$ cat config.mk
export PLATFORM = sky130hd
export DESIGN_NAME = dense_to_coo_packer
export DESIGN_NICKNAME = d
export VERILOG_FILES = /design/src/rtl/coo_pkg.sv /design/src/rtl/coo_prio_enc.sv /design/src/rtl/dense_to_coo_packer.sv
export SDC_FILE = /design/constraint.sdc
export NUM_CORES = 1
export LEC_CHECK = 0
export BUFFER_PORTS_ARGS = -buffer_cell sky130_fd_sc_hd__buf_2
export CAP_MARGIN = 25
export CORE_MARGIN = 2
export CORE_UTILIZATION = 61
export CTS_BUF_LIST = sky130_fd_sc_hd__clkbuf_8
export DETAILED_ROUTE_END_ITERATION = 6
export PLACE_DENSITY = 0.95
export SLEW_MARGIN = 10
export SYNTH_ARGS = -nofsm -noshare
export SYNTH_HDL_FRONTEND = slang
export SYNTH_SLANG_ARGS = --single-unit
$ cat constraint.sdc
create_clock -name clk -period 3.2 [get_ports clk]
set_input_delay 0.16 -clock clk [delete_from_list [all_inputs] [get_ports clk]]
set_output_delay 0.16 -clock clk [all_outputs]
set_load 0.01 [all_outputs]
$ cat src/rtl/coo_pkg.sv
// Shared COO types and sizing, used by dense_to_coo_packer and sparse_coo_matmul.
package coo_pkg;
  localparam int N       = 8;
  localparam int MAX_NNZ = 32;

  typedef logic [7:0] fp8_t;
  typedef logic [2:0] idx_t;

  typedef struct packed {
    fp8_t data;
    idx_t row;
    idx_t col;
  } coo_entry_t;

  typedef enum logic [0:0] {
    IDLE = 1'b0,
    SCAN = 1'b1
  } state_t;
endpackage

$ cat src/rtl/coo_prio_enc.sv
// Lowest-set-bit priority encoder: returns the index of the lowest set request bit and an any-set flag.
module coo_prio_enc #(
  parameter int W  = 8,
  parameter int IW = (W > 1) ? $clog2(W) : 1
) (
  input  logic [W-1:0]  req,
  output logic [IW-1:0] idx,
  output logic          any
);

  // scan from the top down so the lowest set bit is the last one written
  always_comb begin
    idx = '0;
    any = |req;
    for (int i = W - 1; i >= 0; i--) begin
      idx = req[i] ? IW'(i) : idx;
    end
  end

endmodule

$ cat src/rtl/dense_to_coo_packer.sv
// Dense FP8 row beats -> COO entries, nonzeros emitted lowest column first, one per cycle.
// Optional macro COO_DENORM_FLUSH_EN: E4M3 denormals (exponent bits == 0) are also treated as zero.
module dense_to_coo_packer
  import coo_pkg::*;
#(
  parameter int N       = coo_pkg::N,
  parameter int MAX_NNZ = coo_pkg::MAX_NNZ
) (
  input  logic              clk,
  input  logic              rst_n,
  input  logic              in_valid,
  output logic              in_ready,
  input  logic [N-1:0][7:0] in_row,
  input  logic              in_last,
  output logic              out_valid,
  input  logic              out_ready,
  output fp8_t              out_data,
  output idx_t              out_row,
  output idx_t              out_col,
  output logic [5:0]        nnz,
  output logic              overflow,
  output logic              mat_done
);

  function automatic logic is_nonzero(input fp8_t e);
`ifdef COO_DENORM_FLUSH_EN
    return e[6:3] != 4'd0;
`else
    return e[6:0] != 7'd0;
`endif
  endfunction

  state_t            state_r, state_s;
  logic              ready_r;
  logic [N-1:0]      mask_r, mask_next_s, nz_s;
  logic [N-1:0][7:0] row_r;
  idx_t              cur_row_r, row_cnt_r, row_idx_s;
  logic              last_r, new_mat_r;
  logic [5:0]        nnz_r;
  logic              ovf_r;
  idx_t              sel_s;
  logic              any_s, full_s, valid_s, hs_s, leave_s, accept_s;
  coo_entry_t        ent_s;

  coo_prio_enc #(.W(N)) u_enc (
    .req (mask_r),
    .idx (sel_s),
    .any (any_s)
  );

  // nonzero mask of the incoming beat
  always_comb begin
    nz_s = '0;
    for (int j = 0; j < N; j++) begin
      nz_s[j] = is_nonzero(in_row[j]);
    end
  end

  assign accept_s    = in_valid && ready_r;
  assign full_s      = (nnz_r == 6'(MAX_NNZ));
  assign valid_s     = (state_r == SCAN) && any_s && !full_s;
  assign hs_s        = valid_s && out_ready;
  assign mask_next_s = mask_r & ~({{(N-1){1'b0}}, 1'b1} << sel_s);
  // a full matrix drops the remaining nonzeros in a single cycle
  assign leave_s     = (state_r == SCAN) && (!any_s || full_s || (hs_s && (mask_next_s == '0)));
  assign row_idx_s   = new_mat_r ? 3'd0 : row_cnt_r;

  assign ent_s.data  = valid_s ? row_r[sel_s] : 8'h00;
  assign ent_s.row   = valid_s ? cur_row_r : 3'd0;
  assign ent_s.col   = valid_s ? sel_s : 3'd0;

  assign in_ready    = ready_r;
  assign out_valid   = valid_s;
  assign out_data    = ent_s.data;
  assign out_row     = ent_s.row;
  assign out_col     = ent_s.col;
  assign nnz         = nnz_r;
  assign overflow    = ovf_r;
  assign mat_done    = leave_s && last_r;

  // next-state logic
  always_comb begin
    state_s = state_r;
    case (state_r)
      IDLE:    state_s = accept_s ? SCAN : IDLE;
      SCAN:    state_s = leave_s ? IDLE : SCAN;
      default: state_s = IDLE;
    endcase
  end

  // state, row latch, counters and sticky flags
  always_ff @(posedge clk or negedge rst_n) begin
    if (!rst_n) begin
      state_r   <= IDLE;
      ready_r   <= 1'b0;
      mask_r    <= '0;
      row_r     <= '0;
      cur_row_r <= 3'd0;
      row_cnt_r <= 3'd0;
      last_r    <= 1'b0;
      new_mat_r <= 1'b1;
      nnz_r     <= 6'd0;
      ovf_r     <= 1'b0;
    end else begin
      state_r <= state_s;
      ready_r <= (state_s == IDLE);
      if (accept_s) begin
        mask_r    <= nz_s;
        row_r     <= in_row;
        cur_row_r <= row_idx_s;
        row_cnt_r <= row_idx_s + 3'd1;
        last_r    <= in_last || (row_idx_s == idx_t'(N - 1));
        new_mat_r <= 1'b0;
        if (new_mat_r) begin
          nnz_r <= 6'd0;
          ovf_r <= 1'b0;
        end
      end else if (state_r == SCAN) begin
        if (hs_s) begin
          mask_r <= mask_next_s;
          nnz_r  <= nnz_r + 6'd1;
        end else if (full_s && any_s) begin
          mask_r <= '0;
          ovf_r  <= 1'b1;
        end
        if (leave_s && last_r) begin
          new_mat_r <= 1'b1;
        end
      end
    end
  end

endmodule

==> results.yml <==
cts:
  cts-resized-gates: 0
  cts_buffers: 9
  htreeDepth: 3
  clkLatencyLatePin_ns: 0.36
  clock_sinks: 89
  cts_root_buf: "clkbuf_8"
  clk_pin_slew_ns: 0.09
  cts_tree: "yes"
  clk_path_buf_depth: 2
yosys:
  synth_most_common_cell: "nand2_1"
  yosysTopAreaCell: "dfrtp_1"
  synthCells: 526
  yosys_warnings: 0
  avgSynthCellArea_um2: 8.692
  ys_top_cells_by_count: "nand2_1 (183), dfrtp_1 (88), o21ai_0 (24)"
  ys_seq_elements: 89
  yosysSeqAreaShare_pct: 48.74
  synth_fp_nets: 599
  ys_async_sr_fraction_pct: 100.0
  synth_cell_types: 58
  yosys-top-cells-area: "dfrtp_1 (48%), nand2_1 (15%), o21ai_0 (2.6%), mux2_2 (2.5%), o2111ai_1 (2.3%)"
  syn_area_mm2: 0.004572
  netlist.area_leader.share_pct: 48.17
  ys.flop_type: "dfrtp_1"
  synth_edf_count: 0
grt:
  grt_pass1_vias: 4153
  grt_use_total_pct: 31.64
  grt_max_degree: 70
  grt_overflow: 0
  grt_pass1_wl_um: 20420
  antenna_found_initial: 0
final_layout:
  syn2layout_area_growth_pct: 17.95
  fillers: 515
  final_cells: 715
  antenna_cells: 0
  drive_above_1_share_pct: 22.56
  fin_nets: 684
die:
  core_area_mm2: 0.007253
  std_cell_rows: 31
  io_pins: 93
  die_y_um: 90.58
  die_w_um: 90.58
  die_area_mm2: 0.008204
  initial_core_util_pct: 63.03
detailed_routing:
  drtIter0Drc: 545
  drc: 0
  vias: 4457
  drt-pass1-iter-count: 6
  wl_met2_um: 6455
  routedWlPerCell_um: 17.98
  routed_via_density: 6.234
  wl_met3_um: 1072
  m1WireLength_um: 4937
  wirelength_um: 12860
  antenna_left: 0
  top_layer: "met4"
power:
  power_frac_comb_pct: 46.1
  vdd_drop_max_mv: 0.5633
  p_sw_w: 0.002457
  power.density_mw_per_mm2: 1033
  leakage_nw: 2.664
  p_int_w: 0.003111
  swShare_pct: 44.13
  pwr-share-seq_pct: 38.5
  p_clk_share_pct: 15.4
placement:
  gp_congestion: 0.9655
  dp.cells: 689
  dpl.hpwl_um: 9042
  pre_cts_ws_ns: 0.7647
  portBuffers: 92
setup_path:
  crit_fanout: 20
  worst_setup_path_start_kind: "register"
  required_ns: 3.04
  worstPathArrival_ns: 2.79
  cp-end-kind: "output port"
  crit_type: "reg2out"
timing:
  tightest_slew_ns: 0.6832
  period_needed_ns: 2.950
  slew_violations: 0
  setup_viol: 0
  setup_ws_ns: 0.2495
  rsz0062_at_grt: "no"
  slew_headroom_pct: 54.46
  tns_ns: 0
  clock_skew_ns: 0.01139
  min_period_over_period_pct: 92.20
  max_freq_ghz: 0.3389
  final-hold-violation-count: 0
job:
  cap_violations: 0
worst_hold_path:
  hold_path_class: "in2reg"
outcome:
  status: "finished clean"
==> per-stage QoR <==
stage                     power (W)  utilization, %  hold WS, ns  instance area, um2
after global routing       0.005903           74.35    0.0007183                5393
after detailed placement   0.004579           69.92      0.07507                5071
after floorplan            0.003771               -      -0.1356                4572
final                      0.005568           74.35     0.004562                5393
after CTS                  0.005480           74.21    0.0002760                5383
after global placement     0.004408           69.54       0.3604                5044
==> sequential cells by signal, summed over array words and instances, names as in the netlist <==
register and flops:
nnz 6, row_r 64, row_cnt_r 3, in_ready 1, state_r 1, overflow 1, mask_r 8, new_mat_r 1
cur_row_r 3, last_r 1
==> power groups by stage <==
stage	Combinational [W]	Clock, W	Sequential [W]
floorplan	0.00186	0	0.00191
global placement	0.00232	0	0.00209
detailed placement	0.00245	0	0.00213
CTS	0.00251	0.000860	0.00211
global route	0.00281	0.000911	0.00218
finish	0.00257	0.000858	0.00214
==> placed cells by master, fill, tap and decap left out, drive strengths merged, types with 4 or more instances in the layout <==
| cell type | n |
|---|---|
| a211oi | 5 |
| a21oi | 12 |
| and2 | 4 |
| buf | 98 |
| clkbuf | 10 |
| dfrtp | 88 |
| dlygate4sd3 | 10 |
| ha | 4 |
| inv | 24 |
| mux2 | 10 |
| nand2 | 183 |
| nand3 | 11 |
| nor2 | 16 |
| nor2b | 5 |
| nor3 | 6 |
| nor4 | 9 |
| o2111ai | 12 |
| o211ai | 4 |
| o21a | 8 |
| o21ai | 25 |
| o21bai | 4 |
| o221ai | 9 |
| o2bb2ai | 7 |
| or4 | 10 |
==> final timing paths <==
check | startpoint | end | slack [ns] | depth (start not counted)
hold reg to reg | cur_row_r[0] | cur_row_r[0] | 0.48 | 2
setup reg to reg | nnz[0] | nnz[5] | 0.76 | 7
min in group asynchronous | rst_n | cur_row_r[1] | 0.23 | 2
max in group asynchronous | rst_n | row_r[23] | 2.36 | 3
setup / recovery | mask_r[3] | out_data[0] | 0.25 | 6
hold / removal | in_row[37] | row_r[37] | 0.005 | 3
==> final cells by class <==
| type | count | area (um2) | area share [%] |
|---|---|---|---|
| clock buffers | 10 | 137.6 | 2.552 |
| multi-input cells | 381 | 2108 | 39.10 |
| well taps | 99 | 123.9 | 2.297 |
| flip-flops and latches | 89 | 2228 | 41.32 |
| repair buffers | 108 | 628.1 | 11.65 |
| inverters | 22 | 82.58 | 1.531 |
| clock inverters | 6 | 83.83 | 1.555 |
==> critical path, stage by stage, from the launching register on <==
cell	delay, ns
dfrtp_1	0.51
nand2b_1	0.29
o211a_1	0.65
mux2_2	0.43
o221ai_1	0.23
a21oi_1	0.14
buf_2	0.18
==> repair_timing <==
item,CTS,global route
buffers inserted,0,0
hold endpoints to repair,28,1
hold buffers,9,1
==> cells by family (layout without fill, tap and decap cells) <==
logic type	after synthesis	in the layout	share of synthesized area [%]
adder cells (fa/ha/maj)	6	6	1.533
buffers and inverters	56	146	5.227
AO/OA/AOI/OAI	108	108	17.08
AND/OR/NAND/NOR	254	254	24.36
multiplexers	11	11	2.682
flip-flops	89	89	48.74
XOR/XNOR	2	2	0.3832
==> routing by layer <==
metal  vias to the layer above  global-route usage [%]
met3                        49                   6.093
met5                         -                       0
met1                      2133                   40.34
met2                       288                   53.79
met4                         0                   11.79
li1                       1987                       -
Note: power is estimated with default switching activity, not from simulation.
